<file path="config.mk">
export PLATFORM = sky130hd
export DESIGN_NAME = ptrans_write_buffer
export DESIGN_NICKNAME = d
export VERILOG_FILES = /design/src/rtl/ptrans_write_buffer.sv
export SDC_FILE = /design/constraint.sdc
export NUM_CORES = 1
export LEC_CHECK = 0
export BUFFER_PORTS_ARGS = -buffer_cell sky130_fd_sc_hd__buf_4
export CORE_MARGIN = 5
export CORE_UTILIZATION = 46
export CTS_CLUSTER_SIZE = 12
export DETAILED_ROUTE_END_ITERATION = 12
export HOLD_SLACK_MARGIN = 0.03
export PLACE_DENSITY = 0.6
export SYNTH_ARGS = -nofsm -noshare
export SYNTH_HDL_FRONTEND = slang
export SYNTH_SLANG_ARGS = --single-unit
export TNS_END_PERCENT = 20
</file>
<file path="constraint.sdc">
create_clock -name clk -period 8.7 [get_ports clk]
set_input_delay 1.74 -clock clk [delete_from_list [all_inputs] [get_ports clk]]
set_output_delay 1.74 -clock clk [all_outputs]
set_load 0.01 [all_outputs]
</file>
<file path="src/rtl/ptrans_write_buffer.sv">
// ptrans_write_buffer
//
// Output stage of the projective transform. Each flagged pixel has its
// destination coordinates turned into a linear frame-buffer address
// (y*H_RES + x). The {addr, pixel} pair is then queued in a small FIFO, and
// the FIFO drains into the shared ZBT write port whenever the arbiter grants.
// The producer receives no back-pressure. A pixel that arrives while the FIFO
// is full, with no pop on the same edge, is dropped and sets the sticky
// overflow flag.
//
// Ports:
//   clk            system clock, rising edge
//   reset          asynchronous, active-high reset
//   pixel_in       [17:0] transformed pixel value
//   pixel_x        [9:0]  destination column
//   pixel_y        [8:0]  destination row
//   pixel_in_flag  qualifier for pixel_in/pixel_x/pixel_y
//   frame_flag     pulse: last pixel of the frame has been sent
//   mem_grant      arbiter allows a write this cycle
//   mem_we         write strobe, one cycle per word
//   mem_addr       [18:0] word address
//   mem_data       [17:0] write data
//   buf_full       FIFO holds 2^DEPTH_LOG2 entries (registered)
//   overflow       sticky: a pixel was lost to a full FIFO
//   frame_written  pulse: frame fully committed to memory
//
// Build option:
//   PTW_BOUNDS_CHECK_EN  when defined, pixels with x >= H_RES or y >= V_RES
//                        are dropped in stage 1 and do not affect overflow.
//
// FSM states:
//   state | meaning
//   RUN   | normal operation, waiting for frame_flag
//   FLUSH | frame ended at the producer; drain until stage 1 and FIFO are empty

module ptrans_write_buffer #(
    parameter int DEPTH_LOG2 = 3,
    parameter int H_RES      = 640,
    parameter int V_RES      = 480
) (
    input  logic        clk,
    input  logic        reset,
    input  logic [17:0] pixel_in,
    input  logic [9:0]  pixel_x,
    input  logic [8:0]  pixel_y,
    input  logic        pixel_in_flag,
    input  logic        frame_flag,
    input  logic        mem_grant,
    output logic        mem_we,
    output logic [18:0] mem_addr,
    output logic [17:0] mem_data,
    output logic        buf_full,
    output logic        overflow,
    output logic        frame_written
);

    localparam int DEPTH = 1 << DEPTH_LOG2;
    localparam int PTR_W = DEPTH_LOG2;
    localparam int CNT_W = DEPTH_LOG2 + 1;
    localparam logic [CNT_W-1:0] FULL_CNT = CNT_W'(DEPTH);
    localparam logic [CNT_W-1:0] CNT_ONE  = CNT_W'(1);
    localparam logic [PTR_W-1:0] PTR_ONE  = PTR_W'(1);

    typedef enum logic {
        RUN   = 1'b0,
        FLUSH = 1'b1
    } state_t;

    // ------------------------------------------------------------------
    // Address computation
    // ------------------------------------------------------------------
    logic [18:0] x_ext;
    logic [18:0] y_ext;
    logic [18:0] addr_calc;

    assign x_ext = {9'd0, pixel_x};
    assign y_ext = {10'd0, pixel_y};

    generate
        if (H_RES == 640) begin : g_addr_640
            // 640 = 512 + 128, so the product reduces to two shifts.
            assign addr_calc = (y_ext << 9) + (y_ext << 7) + x_ext;
        end else begin : g_addr_mul
            localparam logic [18:0] H_RES_W = 19'(H_RES);
            assign addr_calc = (y_ext * H_RES_W) + x_ext;
        end
    endgenerate

    logic accept;

`ifdef PTW_BOUNDS_CHECK_EN
    localparam logic [10:0] H_LIM = 11'(H_RES);
    localparam logic [10:0] V_LIM = 11'(V_RES);
    logic in_range;
    assign in_range = ({1'b0, pixel_x} < H_LIM) && ({2'b00, pixel_y} < V_LIM);
    assign accept   = pixel_in_flag && in_range;
`else
    // Unchecked build: the address wraps modulo 2^19 for bad coordinates.
    assign accept = pixel_in_flag;
`endif

    // ------------------------------------------------------------------
    // Stage 1 register
    // ------------------------------------------------------------------
    logic        v1;
    logic [18:0] s1_addr;
    logic [17:0] s1_pixel;

    always_ff @(posedge clk or posedge reset) begin
        if (reset) begin
            v1       <= 1'b0;
            s1_addr  <= 19'd0;
            s1_pixel <= 18'd0;
        end else begin
            v1 <= accept;
            if (accept) begin
                s1_addr  <= addr_calc;
                s1_pixel <= pixel_in;
            end
        end
    end

    // ------------------------------------------------------------------
    // FIFO
    // ------------------------------------------------------------------
    logic [36:0]      fifo_mem [DEPTH];
    logic [PTR_W-1:0] wr_ptr;
    logic [PTR_W-1:0] rd_ptr;
    logic [CNT_W-1:0] count;
    logic [CNT_W-1:0] count_next;
    logic             fifo_full;
    logic             push;
    logic             pop;
    logic             drop;
    logic [36:0]      head;

    assign fifo_full = (count == FULL_CNT);
    assign pop       = (count != '0) && mem_grant;
    // A full FIFO still accepts the push when a pop frees a slot on the same edge.
    assign push      = v1 && (!fifo_full || pop);
    assign drop      = v1 && fifo_full && !pop;
    assign head      = fifo_mem[rd_ptr];

    always_comb begin
        count_next = count;
        case ({push, pop})
            2'b10:   count_next = count + CNT_ONE;
            2'b01:   count_next = count - CNT_ONE;
            default: count_next = count;
        endcase
    end

    // Storage has no reset; emptiness is tracked by the pointers and count.
    always_ff @(posedge clk) begin
        if (push) begin
            fifo_mem[wr_ptr] <= {s1_addr, s1_pixel};
        end
    end

    // ------------------------------------------------------------------
    // Frame-end FSM
    // ------------------------------------------------------------------
    state_t state;
    state_t state_next;
    logic   fw_next;

    always_ff @(posedge clk or posedge reset) begin
        if (reset) begin
            state <= RUN;
        end else begin
            state <= state_next;
        end
    end

    always_comb begin
        state_next = state;
        fw_next    = 1'b0;
        case (state)
            RUN: begin
                if (frame_flag) begin
                    state_next = FLUSH;
                end
            end
            FLUSH: begin
                // count is the registered value, so the pulse lands at
                // least one cycle after the last mem_we.
                if (!v1 && (count == '0)) begin
                    fw_next    = 1'b1;
                    state_next = RUN;
                end
            end
            default: state_next = RUN;
        endcase
    end

    // ------------------------------------------------------------------
    // Pointers, status and write port
    // ------------------------------------------------------------------
    always_ff @(posedge clk or posedge reset) begin
        if (reset) begin
            wr_ptr        <= '0;
            rd_ptr        <= '0;
            count         <= '0;
            buf_full      <= 1'b0;
            overflow      <= 1'b0;
            frame_written <= 1'b0;
            mem_we        <= 1'b0;
            mem_addr      <= 19'd0;
            mem_data      <= 18'd0;
        end else begin
            count         <= count_next;
            buf_full      <= (count_next == FULL_CNT);
            frame_written <= fw_next;
            mem_we        <= pop;
            if (push) begin
                wr_ptr <= wr_ptr + PTR_ONE;
            end
            if (pop) begin
                rd_ptr   <= rd_ptr + PTR_ONE;
                mem_addr <= head[36:18];
                mem_data <= head[17:0];
            end
            if (fw_next) begin
                overflow <= 1'b0;
            end else if (drop) begin
                overflow <= 1'b1;
            end
        end
    end

endmodule

</file>
==> results of run 1 <==
## metrics by stage
stage / cells / cell area, um^2 / hold WS [ns] / util [%]
after global placement: 1312 / 16300 / 0.467 / 50.1
after floorplan: 812 / 15200 / 0.465 / -
after global routing: 1390 / 17700 / 0.502 / 54.3
after detailed placement: 1312 / 16300 / 0.474 / 50.1
final: 1390 / 17700 / 0.479 / 54.3
after CTS: 1390 / 17700 / 0.487 / 54.3
## cell usage after synthesis (3+ instances only)
library cell    n  area [um^2]
edfxtp_1      296         8890
dfrtp_1        90         2250
mux4_2         74         1670
nand2_1        60          225
o21ai_0        45          225
mux2i_1        37          370
mux2_2         30          338
ha_1           20          250
inv_1          15         56.3
nor2_1         14         52.6
buf_2          13         65.1
a21oi_1        11         55.1
clkbuf_1       10         37.5
nor2b_1         8         50.1
buf_4           6         45.0
nand2b_1        6         37.5
buf_6           5         56.3
nand3_1         5         25.0
o21ai_1         5         25.0
xnor2_1         5         43.8
nor3_1          4         20.0
a211o_1         3         26.3
a211oi_1        3         22.5
a21o_1          3         22.5
clkbuf_2        3         15.0
nand4b_1        3         26.3
o22ai_1         3         18.8
or2_2           3         18.8
## worst min-delay path, stage by stage (launching register included)
cell and delay, ns:
dfrtp_1 0.34, nand2_1 0.05, o21ai_0 0.06
## per-layer routing
metal	track usage, %	part of all wire, %
met1	22.5	45
met2	26.4	49
met3	2.71	4.1
met4	3.87	1.7
met5	0	0
## power by group
part | internal (W) | total (W) | switching (W)
clock | 0.00106 | 0.00173 | 0.000675
combinational | 0.000672 | 0.00134 | 0.000669
sequential | 0.00235 | 0.00258 | 0.000228
## cells by family (layout without fill, tap and decap cells)
family | Yosys count | count (layout) | synth area share, %
mux | 141 | 141 | 15.6
flops | 386 | 386 | 73.2
xor+xnor | 6 | 6 | 0.345
fa+ha+maj | 22 | 22 | 1.91
compound gates | 88 | 88 | 3.51
simple gates | 116 | 116 | 3.66
buf+inv | 53 | 189 | 1.83
## sequential cells by signal (all words and copies together), names as in the netlist
| register | cells |
|---|---|
| fifo_mem | 296 |
| frame_written | 1 |
| wr_ptr | 3 |
| mem_data | 18 |
| mem_addr | 19 |
| mem_we | 1 |
| overflow | 1 |
| buf_full | 1 |
| rd_ptr | 3 |
| s1_addr | 19 |
| v1 | 1 |
| count | 4 |
| s1_pixel | 18 |
| state | 1 |
## worst paths after layout
path	slack, ns	to	from	cells past startpoint
setup / recovery	4.98	s1_addr[16]$_DFFE_PP0P_	pixel_x[9]	9
hold / removal	0.48	mem_data[15]$_DFFE_PP0N_	mem_data[15]$_DFFE_PP0N_	2
setup reg to reg	5.81	mem_addr[14]$_DFFE_PP0N_	rd_ptr[0]$_DFFE_PP0N_	4
hold reg to reg	0.48	mem_data[15]$_DFFE_PP0N_	mem_data[15]$_DFFE_PP0N_	2
max in group asynchronous	6.25	rd_ptr[0]$_DFFE_PP0N_	reset	3
min in group asynchronous	1.23	mem_addr[18]$_DFFE_PP0N_	reset	2
## final cells by class
type	instances	area (um^2)
inverters	15	58.8
flip-flops and latches	386	11100
clock buffers	63	1220
repair buffers	96	721
clock inverters	15	141
multi-input cells	373	3860
fillers	2590	14900
well taps	442	553
==> results.md, run 1 <==
Final layout:
- The repair_antennas step left the layout with diodes totalling 0.
- In the layout the commonest cells are edfxtp_1, buf_4, dfrtp_1.
- Cells with a size suffix above 1 make up 29.5% of the layout.
- The leading cell type in the layout, fill and taps excluded is edfxtp_1.
- At the end of the flow, the number of nets in the layout was 978.
- The synthesis-to-layout area growth is 16.3%.

Timing:
- The maximum frequency from static timing analysis is 269 MHz.
- Setup repair after global routing left no endpoint under its margin.
- For the pin with the worst max-slew slack, the measured transition is ~0.96 ns.
- Setup violations remaining at the end of the flow were counted as 0.
- The final-layout setup total negative slack is 0 ns.
- The final critical path takes up 42.7% of the cycle.
- The worst-case clock skew is 0.0150 ns.
- The post-layout worst setup margin is 4.98 ns.
- The routed design could run at a clock period as short as 3.72 ns.
- The number of max-slew violations in the final report was 0.
- The hold violation total from the final report is 0.
- The worst pin sits at a relative slew slack of between 30% and 40%.

Worst setup path:
- The critical path buffer and inverter count is 3.
- The data required time of the critical path is a little over 9 ns.
- STA classifies the critical path endpoint as a flip-flop.
- STA classifies the critical path startpoint as an input port.
- The classification of the worst setup path is in2reg.
- The kind of cell with the highest combined delay along the critical path is adder cells.
- The slowest library cell on the worst path is fa_1.
- Data arrives at the worst endpoint at 4.11 ns.
- The largest stage delay on the critical path is between 0.5 and 0.6 ns.
- Along the worst path, the maximum fanout reaches 3.
- The signal on the critical path passes through buf_4 > inv_1 > fa_1 > inv_1 > fa_1 > a211oi_1 > o21ai_0 > nand4_1 > or3b_2.

Yosys:
- Counting flops with an async set or reset pin after synthesis yields a share of a little under a quarter.
- Dividing the synthesized area by the synthesized cell count gives 18.8 um^2.
- The synthesized design contains between 300 and 400 register bits.
- The sequential share of the synthesized area is 73.2%.
- After synthesis the cells add up to 0.0152 mm^2.
- Counting every net in the synthesized netlist gives 876.
- The most used flip-flop cell after synthesis is edfxtp_1.
- The number of library cell types mapped by synthesis is 55.
- The number of enable-type register cells in the synthesized netlist is 296.
- Synthesis handed over a netlist of 812 instances.
- During synthesis, Yosys emitted a total of 0 warnings.

Placed design:
- The final weighted congestion in routability-driven placement is about 0.76.
- After legalization and detailed placement, the total HPWL measured 15900 um.
- Timing analysis after detailed placement gives a worst setup slack of 4.47 ns.
- In this run the tool buffered the top-level ports with between 80 and 90 buffer cells.

Power and ir drop:
- The leakage power is 6.37 nW.
- In this run the power density over the cells is 319 mW/mm^2.
- The worst-case IR drop observed on VDD is 0.192 mV.
- The total design power is 0.00565 W.

GRT:
- The initial antenna violation count is 0.
- Global routing finished with a remaining overflow of 0.
- The global-route wire length before repair is 45300 um.
- The total track usage is 16.0%.
- The number of global-route vias before repair is approximately 7800.
- Entering global routing, the biggest net connects 78 pins.

Drt:
- The post-detailed-routing wire length is about 28000 um.
- Using the TritonRoute via totals, the vias-per-cell ratio works out to 5.33.
- The iteration-0 DRC count of the detailed router is 471.
- Dividing the detail-routed wire length by the instance count gives around 20 um.
- The count of TritonRoute iterations in the first routing pass is 4.
- The post-detailed-route count of antenna-violating nets is 0.
- The via count of the routed design is 7412.
- After detailed routing, the number of remaining DRC violations is 0.

Clock tree:
- In this run the number of H-tree levels came out at 2.
- The total clock buffers created by CTS is 42.
- The number of gates resized after CTS was 0.
- The maximum clock path buffer count is 3.
- The clock tree from TritonCTS is yes.
- The number of clock sinks is 386.
- The later-pin clock latency in the skew report is 0.53 ns.
- In this run the clock root is driven by a clkbuf_16.
- The number of setup buffers added after CTS is 0.
- The number of hold buffers added after CTS was 0.
- The clock-pin slew on the worst setup and hold paths is about 0.05 ns.

Worst hold path:
- The class of the most critical hold timing path is reg2reg.

Floorplanning:
- The die covers between 0.03 and 0.04 mm^2.
- The region available for standard cell placement spans 0.0326 mm^2.
- The number of placed I/O pins is 83.
- The x dimension of the die is 192 um.
- The starting density of the core is between 40% and 50%.
- After floorplanning, the core was divided into 66 placement rows.
- The die outline height is 192 um.

Run:
- The number of violations of the max-capacitance limit is 0.

Outcome:
- The run finished with clean final reports.
(Power assumes the default switching activity.)
==> run 2: changes to the inputs <==
- clock period: 8.7 -> 3.77 ns (I/O delays scaled with it)
==> results.md, run 2 (same netlist as run 1, synthesis figures left out) <==
Worst setup path:
- Of all nets on the critical path, the largest fanout is 3.
- The kind of start point of the critical path is an input port.
- STA classifies the critical path endpoint as a flip-flop.
- The data required time of the critical path is 4.16 ns.
- The critical path is of the in2reg type.
- The worst endpoint data arrival time is 3.07 ns.

Final layout:
- The antenna diode instance count is 0.
- The share of final-layout standard cells stronger than drive strength 1 is 29.9%.
- Once layout is complete, the utilization of the core stands at a little over half.
- In the layout the commonest cells are edfxtp_1, buf_4, dfrtp_1.
- With fillers left out, the area of the finished cells amounts to 0.0178 mm^2.
- The register with the most flip-flops in the layout has 296 of them.
- After filler insertion, the fill cell instance count of the layout stands at 2587.
- The register ranked first by flip-flop count is fifo_mem.
- From synthesis to final layout, the design area changed by 16.8%.
- The final net count is slightly below 1000.
- In the final layout, the registers with the most flip-flops are fifo_mem: 296 flops, mem_addr: 19 flops, s1_addr: 19 flops.
- The leading cell type in the layout, fill and taps excluded is edfxtp_1.

Floorplanning:
- The die covers between 0.03 and 0.04 mm^2.
- Pin placement for this block handled 83 I/O pins.
- The die is 192 um tall.
- Measured along the x axis, the die boundary spans between 150 and 200 um.
- The number of cell rows is 66.
- The starting density of the core is 46.7%.
- The placeable core region is 0.0326 mm^2.

GRT:
- The overflow left after global routing is 0.
- The first global-routing pass estimated ~45000 um of wire.
- The initial antenna violation count is 0.
- Entering global routing, the biggest net connects a little under 80 pins.
- The number of global-route vias before repair is 7928.
- Global routing consumed, over all layers together, 16.0% of the routing resources.

Clock tree:
- After clock tree synthesis, the clock-pin slew on the worst setup and hold paths is approximately 0.060 ns.
- Clock latency on the worst-skew pair, taken at its later pin, is roughly 0.54 ns.
- The maximum clock path buffer count is 3.
- Counting every sink on the clock net gives 386.
- Clock tree synthesis inserted a total of approximately 40 buffers.
- TritonCTS built the clock tree.
- The number of hold buffers added after CTS is 0.
- The number of setup buffers added after CTS is 0.
- The H-tree was split into 2 levels.
- The clock root buffer master is clkbuf_16.
- The number of gates resized after CTS is 0.

Worst hold path:
- The min-delay analysis places its worst path in the category in2async.

Power and ir drop:
- Across the VDD grid, the largest voltage drop is 0.403 mV.
- The analysis attributes to cell leakage a power of 6.38 nW.
- For this design the ratio of total power to cell area is 728 mW/mm^2.

Drt:
- The routed via count divided by cell count is around 5.3.
- The remaining design rule violation count is 0.
- After detailed routing, the average wire length per cell comes to 20.4 um.
- After detailed routing, the met2 layer carries 13900 um of wire.
- The uppermost metal layer occupied by signal nets is met4.
- The count of nets left with antenna violations once routing finished came out at 0.
- The post-detailed-routing wire length is 28400 um.
- In this run, the number of DRC markers left after iteration 0 of detailed routing was just under 400.
- The detailed router put a total of between 10000 and 15000 um of wire on met1.
- The met3 wire length is 1320 um.
- The final route contains 7406 vias.
- The count of TritonRoute iterations in the first routing pass is 4.

Run:
- The number of violations of the max-capacitance limit is 0.

Timing:
- The worst-case clock skew is 0.0248 ns.
- After routing, the total negative slack on setup checks comes to 0 ns.
- Setup repair after global routing left no endpoint under its margin.
- The clock period could shrink to 2.68 ns.
- The number of max-slew violations in the final report is 0.
- The maximum frequency from static timing analysis is about 370 MHz.
- The hold violation total from the final report is 0.
- Of the available clock period, the critical path in the final layout requires 71.0%.
- Measured against its own limit, the worst slew margin works out to a little under two fifths.
- For the pin with the worst max-slew slack, the measured transition is roughly 0.95 ns.
- Setup violations remaining at the end of the flow were counted as 0.

Placed design:
- The final weighted congestion in routability-driven placement is 0.737.
- The half-perimeter wire length of the detailed placement result is 16300 um.
- The placed instances occupy a cell area of about 0.016 mm^2.
- Buffers placed on the I/O ports in this run total 82.

Outcome:
- The run finished with clean final reports.
-- run 2: area by class of cell --
cell class	instances	area, um^2	area share [%]
multi-input cells	373	3870	21.8
inverters	15	58.8	0.331
repair buffers	101	871	4.89
flip-flops and latches	386	11100	62.7
clock buffers	64	1150	6.48
well taps	442	553	3.11
clock inverters	12	139	0.781
-- run 2: path summary, 6_finish.rpt --
kind,start,endpoint,slack [ns],depth (start not counted)
setup reg to reg,count[0]$_DFF_PP0_,buf_full$_DFF_PP0_,1.17,8
hold / removal,reset,s1_pixel[8]$_DFFE_PP0P_,0.27,2
max in group asynchronous,reset,rd_ptr[2]$_DFFE_PP0N_,2.68,3
setup / recovery,pixel_x[9],s1_addr[16]$_DFFE_PP0P_,1.09,9
min in group clk,frame_flag,state$_DFF_PP0_,0.44,3
hold reg to reg,mem_addr[4]$_DFFE_PP0N_,mem_addr[4]$_DFFE_PP0N_,0.47,2
-- run 2: critical path: stages --
cell      delay, ns
buf_4          0.08
inv_1          0.04
fa_1           0.52
inv_1          0.07
fa_1           0.48
a211oi_1       0.35
o21ai_0        0.23
nand4_1        0.11
or3b_2         0.44
-- run 2: layer usage --
metal  vias to the layer above  GRT usage [%]
met5                         -              0
met4                         0           3.62
met3                        37           2.98
met2                       146           26.4
met1                      3798           22.5
li1                       3425              -
-- run 2: power breakdown --
part | total, W | internal, W | switching (W)
registers | 0.00601 | 0.00541 | 0.000600
clock network | 0.00382 | 0.00225 | 0.00157
logic | 0.00312 | 0.00163 | 0.00148
total | 0.0129 | 0.00930 | 0.00365
-- run 2: stage by stage --
stage | instances | hold WS, ns | setup slack (ns) | power (W)
floorplan | 812 | 0.465 | -0.627 | 0.00815
global placement | 1317 | 0.466 | 0.562 | 0.00929
detailed placement | 1317 | 0.472 | 0.543 | 0.00932
CTS | 1393 | 0.280 | 1.10 | 0.0132
global route | 1393 | 0.303 | 0.951 | 0.0137
finish | 1393 | 0.270 | 1.09 | 0.0129
==> run 3: changes to the inputs <==
- PLACE_DENSITY: 0.6 -> 0.62
- clock period: 3.77 -> 2.39 ns (I/O delays scaled with it)
==> results.md, run 3 (same netlist as run 1, synthesis figures left out) <==
Outcome:
- The run finished with clean final reports.

Timing:
- The hold violation total from the final report is 0.
- The maximum frequency from static timing analysis is about 430 MHz.
- The final critical path takes up 97.7% of the cycle.
- The slew at the pin with the worst max-slew slack is about 0.95 ns.
- The worst path needs 2.33 ns of the cycle, external delays included.
- The worst-case clock skew is 0.0178 ns.
- The final worst hold slack is 0.0206 ns.
- The headroom to the max-slew limit is 36.8%.
- The number of max-slew violations in the final report is 0.
- Adding up every negative setup slack in the final design gives 0 ns.
- Setup violations remaining at the end of the flow were counted as 0.
- Setup repair after global routing could not meet its margin everywhere.

GRT:
- Global routing used between 10% and 20% of the available tracks across all layers.
- The maximum number of pins on one net before global-route repair is between 50 and 60.
- The global-route wire length before repair is about 47000 um.
- The initial antenna violation count is 1.
- The number of global-route vias before repair came to 8119.
- The overflow left after global routing is 0.

Worst setup path:
- The capturing element type of the critical path is a flip-flop.
- The kind of start point of the critical path is a flip-flop.
- The maximum fanout along the worst path is 2.
- At the worst endpoint, the arrival time is 2.74 ns.
- The data required time of the critical path is 2.80 ns.
- By startpoint and endpoint, the worst setup path is classified as reg2reg.
- Tracing the worst setup path back leads to its startpoint at count[0]$_DFF_PP0_.
- In this run the critical register-to-register path is launched from count[0]$_DFF_PP0_.
- The path depth of the worst reg2reg path is 8.
- The worst register-to-register path ends at buf_full$_DFF_PP0_.
- The setup slack on the worst flop-to-flop path is 0.06 ns.

Power and ir drop:
- Across the VDD grid, the largest voltage drop is 0.666 mV.
- The share of total power dissipated in combinational logic is 25.3%.
- The internal power of the cells totals ~0.016 W.
- In this run switching power makes up approximately 27% of total power.
- In this run the power spent charging and discharging nets is between 0.005 and 0.006 W.
- Power spread over the standard cell area amounts to 1160 mW/mm^2.
- The power share of the clock group is 30.9%.
- The part of the power in registers is 43.8%.
- For this design the static power due to leakage is 6.72 nW.

Final layout:
- The number of antenna diodes in the final layout is 0.
- The leading cell type in the layout, fill and taps excluded is edfxtp_1.
- The register with the most flip-flops in the layout has roughly 300 of them.
- The final net count is 1023.
- Cells with a size suffix above 1 make up between 30% and 40% of the layout.
- In the layout the commonest cells are edfxtp_1, buf_4, dfrtp_1.
- Counting flops per register, the top entry is fifo_mem.
- The synthesis-to-layout area growth is 20.8%.
- Fill cells in the final layout number 2514.
- The largest registers in the layout are fifo_mem: 296 flops, mem_addr: 19 flops, s1_addr: 19 flops.
- The non-filler instance count after layout is 1435.

Drt:
- For this run, the detailed router's first-pass iteration total came to 7.
- After detailed routing, the average wire length per cell comes to 20.3 um.
- The routed layout has 7685 vias.
- The iteration-0 DRC count of the detailed router is 450.
- For this block, the routed nets add up to 29100 um of wire.
- The post-detailed-route count of antenna-violating nets is 0.
- After detailed routing, the number of vias per cell comes to 5.36.
- The remaining design rule violation count is 0.

Clock tree:
- The number of hold buffers added after CTS is 0.
- In this run, CTS created clock tree buffers numbering 42.
- The root buffer cell chosen for the clock tree is clkbuf_16.
- The total number of H-tree levels is 2.
- The later pin in the worst-skew pair is clocked with a latency of 0.53 ns.
- The clock-pin slew on the worst setup and hold paths is ~0.060 ns.
- TritonCTS built the clock tree.
- The longest clock path from root to sink contains 3 buffers.
- Counting every sink on the clock net gives 386.

Worst hold path:
- The path class of the tightest hold or removal check is in2async.

Floorplanning:
- Row generation in the floorplan step produced 66 rows.
- The placeable core region is ~0.033 mm^2.
- The die outline height is between 150 and 200 um.
- The die area is 0.0368 mm^2.
- The number of placed I/O pins is 83.
- The starting density of the core is roughly 47%.
- The floorplan step set the die width to 192 um.

Placed design:
- The number of cells after detailed placement is 1357.
- The number of buffers added on ports is about 80.
- Detailed placement finished with a half-perimeter wire length of 17900 um.
- Routability-driven placement finished with a final weighted congestion of 0.747.

Run:
- The number of violations of the max-capacitance limit is 0.
==> run 3: changes by cell type in the layout (fill, tap and decap cells not counted), sizes merged <==
cell	before	now
bufinv	2	3
clkbuf	64	69
inv	16	14
clkinvlp	2	1
clkinv	7	6
buf	101	141
==> run 3: worst max path at each step <==
stage	to	slack, ns	cells after the start
2_1_floorplan	s1_addr[16]$_DFFE_PP0P_	-0.26	8
6_report	buf_full$_DFF_PP0_	0.06	8
3_3_place_gp	s1_addr[16]$_DFFE_PP0P_	-0.49	9
3_5_place_dp	s1_addr[16]$_DFFE_PP0P_	-0.52	9
5_1_grt	buf_full$_DFF_PP0_	-0.05	8
4_1_cts	s1_addr[16]$_DFFE_PP0P_	0.02	9
==> run 3: per-layer routing <==
layer	wire length [um]	part of all wire (%)	global-route usage (%)	up-vias
li1	-	-	-	3518
met1	13100	45	23.8	3962
met2	14200	49	27.0	168
met3	1390	4.8	2.74	37
met4	420	1.4	3.70	0
met5	0	0	0	-
==> run 3: per-stage QoR <==
step	power (W)	area (um^2)	util [%]	setup WS [ns]
after floorplan	0.0129	15300	-	-0.263
after global placement	0.0150	16900	51.9	-0.490
after detailed placement	0.0151	16900	51.9	-0.525
after CTS	0.0217	18400	56.4	0.0234
after global routing	0.0226	18400	56.4	-0.0476
final	0.0214	18400	56.4	0.0551
==> run 3: layout make-up <==
| cell class | instances | area [um^2] | share of cell area (%) |
|---|---|---|---|
| Sequential cell | 386 | 11100 | 60.6 |
| Multi-Input combinational cell | 373 | 3900 | 21.2 |
| Clock buffer | 69 | 1350 | 7.32 |
| Clock inverter | 9 | 116 | 0.632 |
| Timing Repair Buffer | 141 | 1270 | 6.91 |
| Inverter | 15 | 60.1 | 0.326 |
| Tap cell | 442 | 553 | 3.01 |
==> run 3: timing repair <==
action,in CTS,in global routing
setup buffers,0,0
endpoints found under the setup margin,0,2
gates resized for setup,0,1
==> run 3: power by group through the flow <==
stage / clock network [W] / logic [W] / registers, W
after floorplan: 0 / 0.00364 / 0.00925
final: 0.00661 / 0.00542 / 0.00938
after global placement: 0 / 0.00552 / 0.00950
after CTS: 0.00675 / 0.00558 / 0.00942
after global routing: 0.00705 / 0.00597 / 0.00955
after detailed placement: 0 / 0.00556 / 0.00955
==> run 3: critical path, cell delays in order (launching register included) <==
cell      delay, ns
dfrtp_1        0.37
or3_2          0.50
nor2_1         0.13
or3_1          0.12
nand2_1        0.05
ha_1           0.18
or4b_1         0.52
a31oi_2        0.28
a211oi_2       0.08
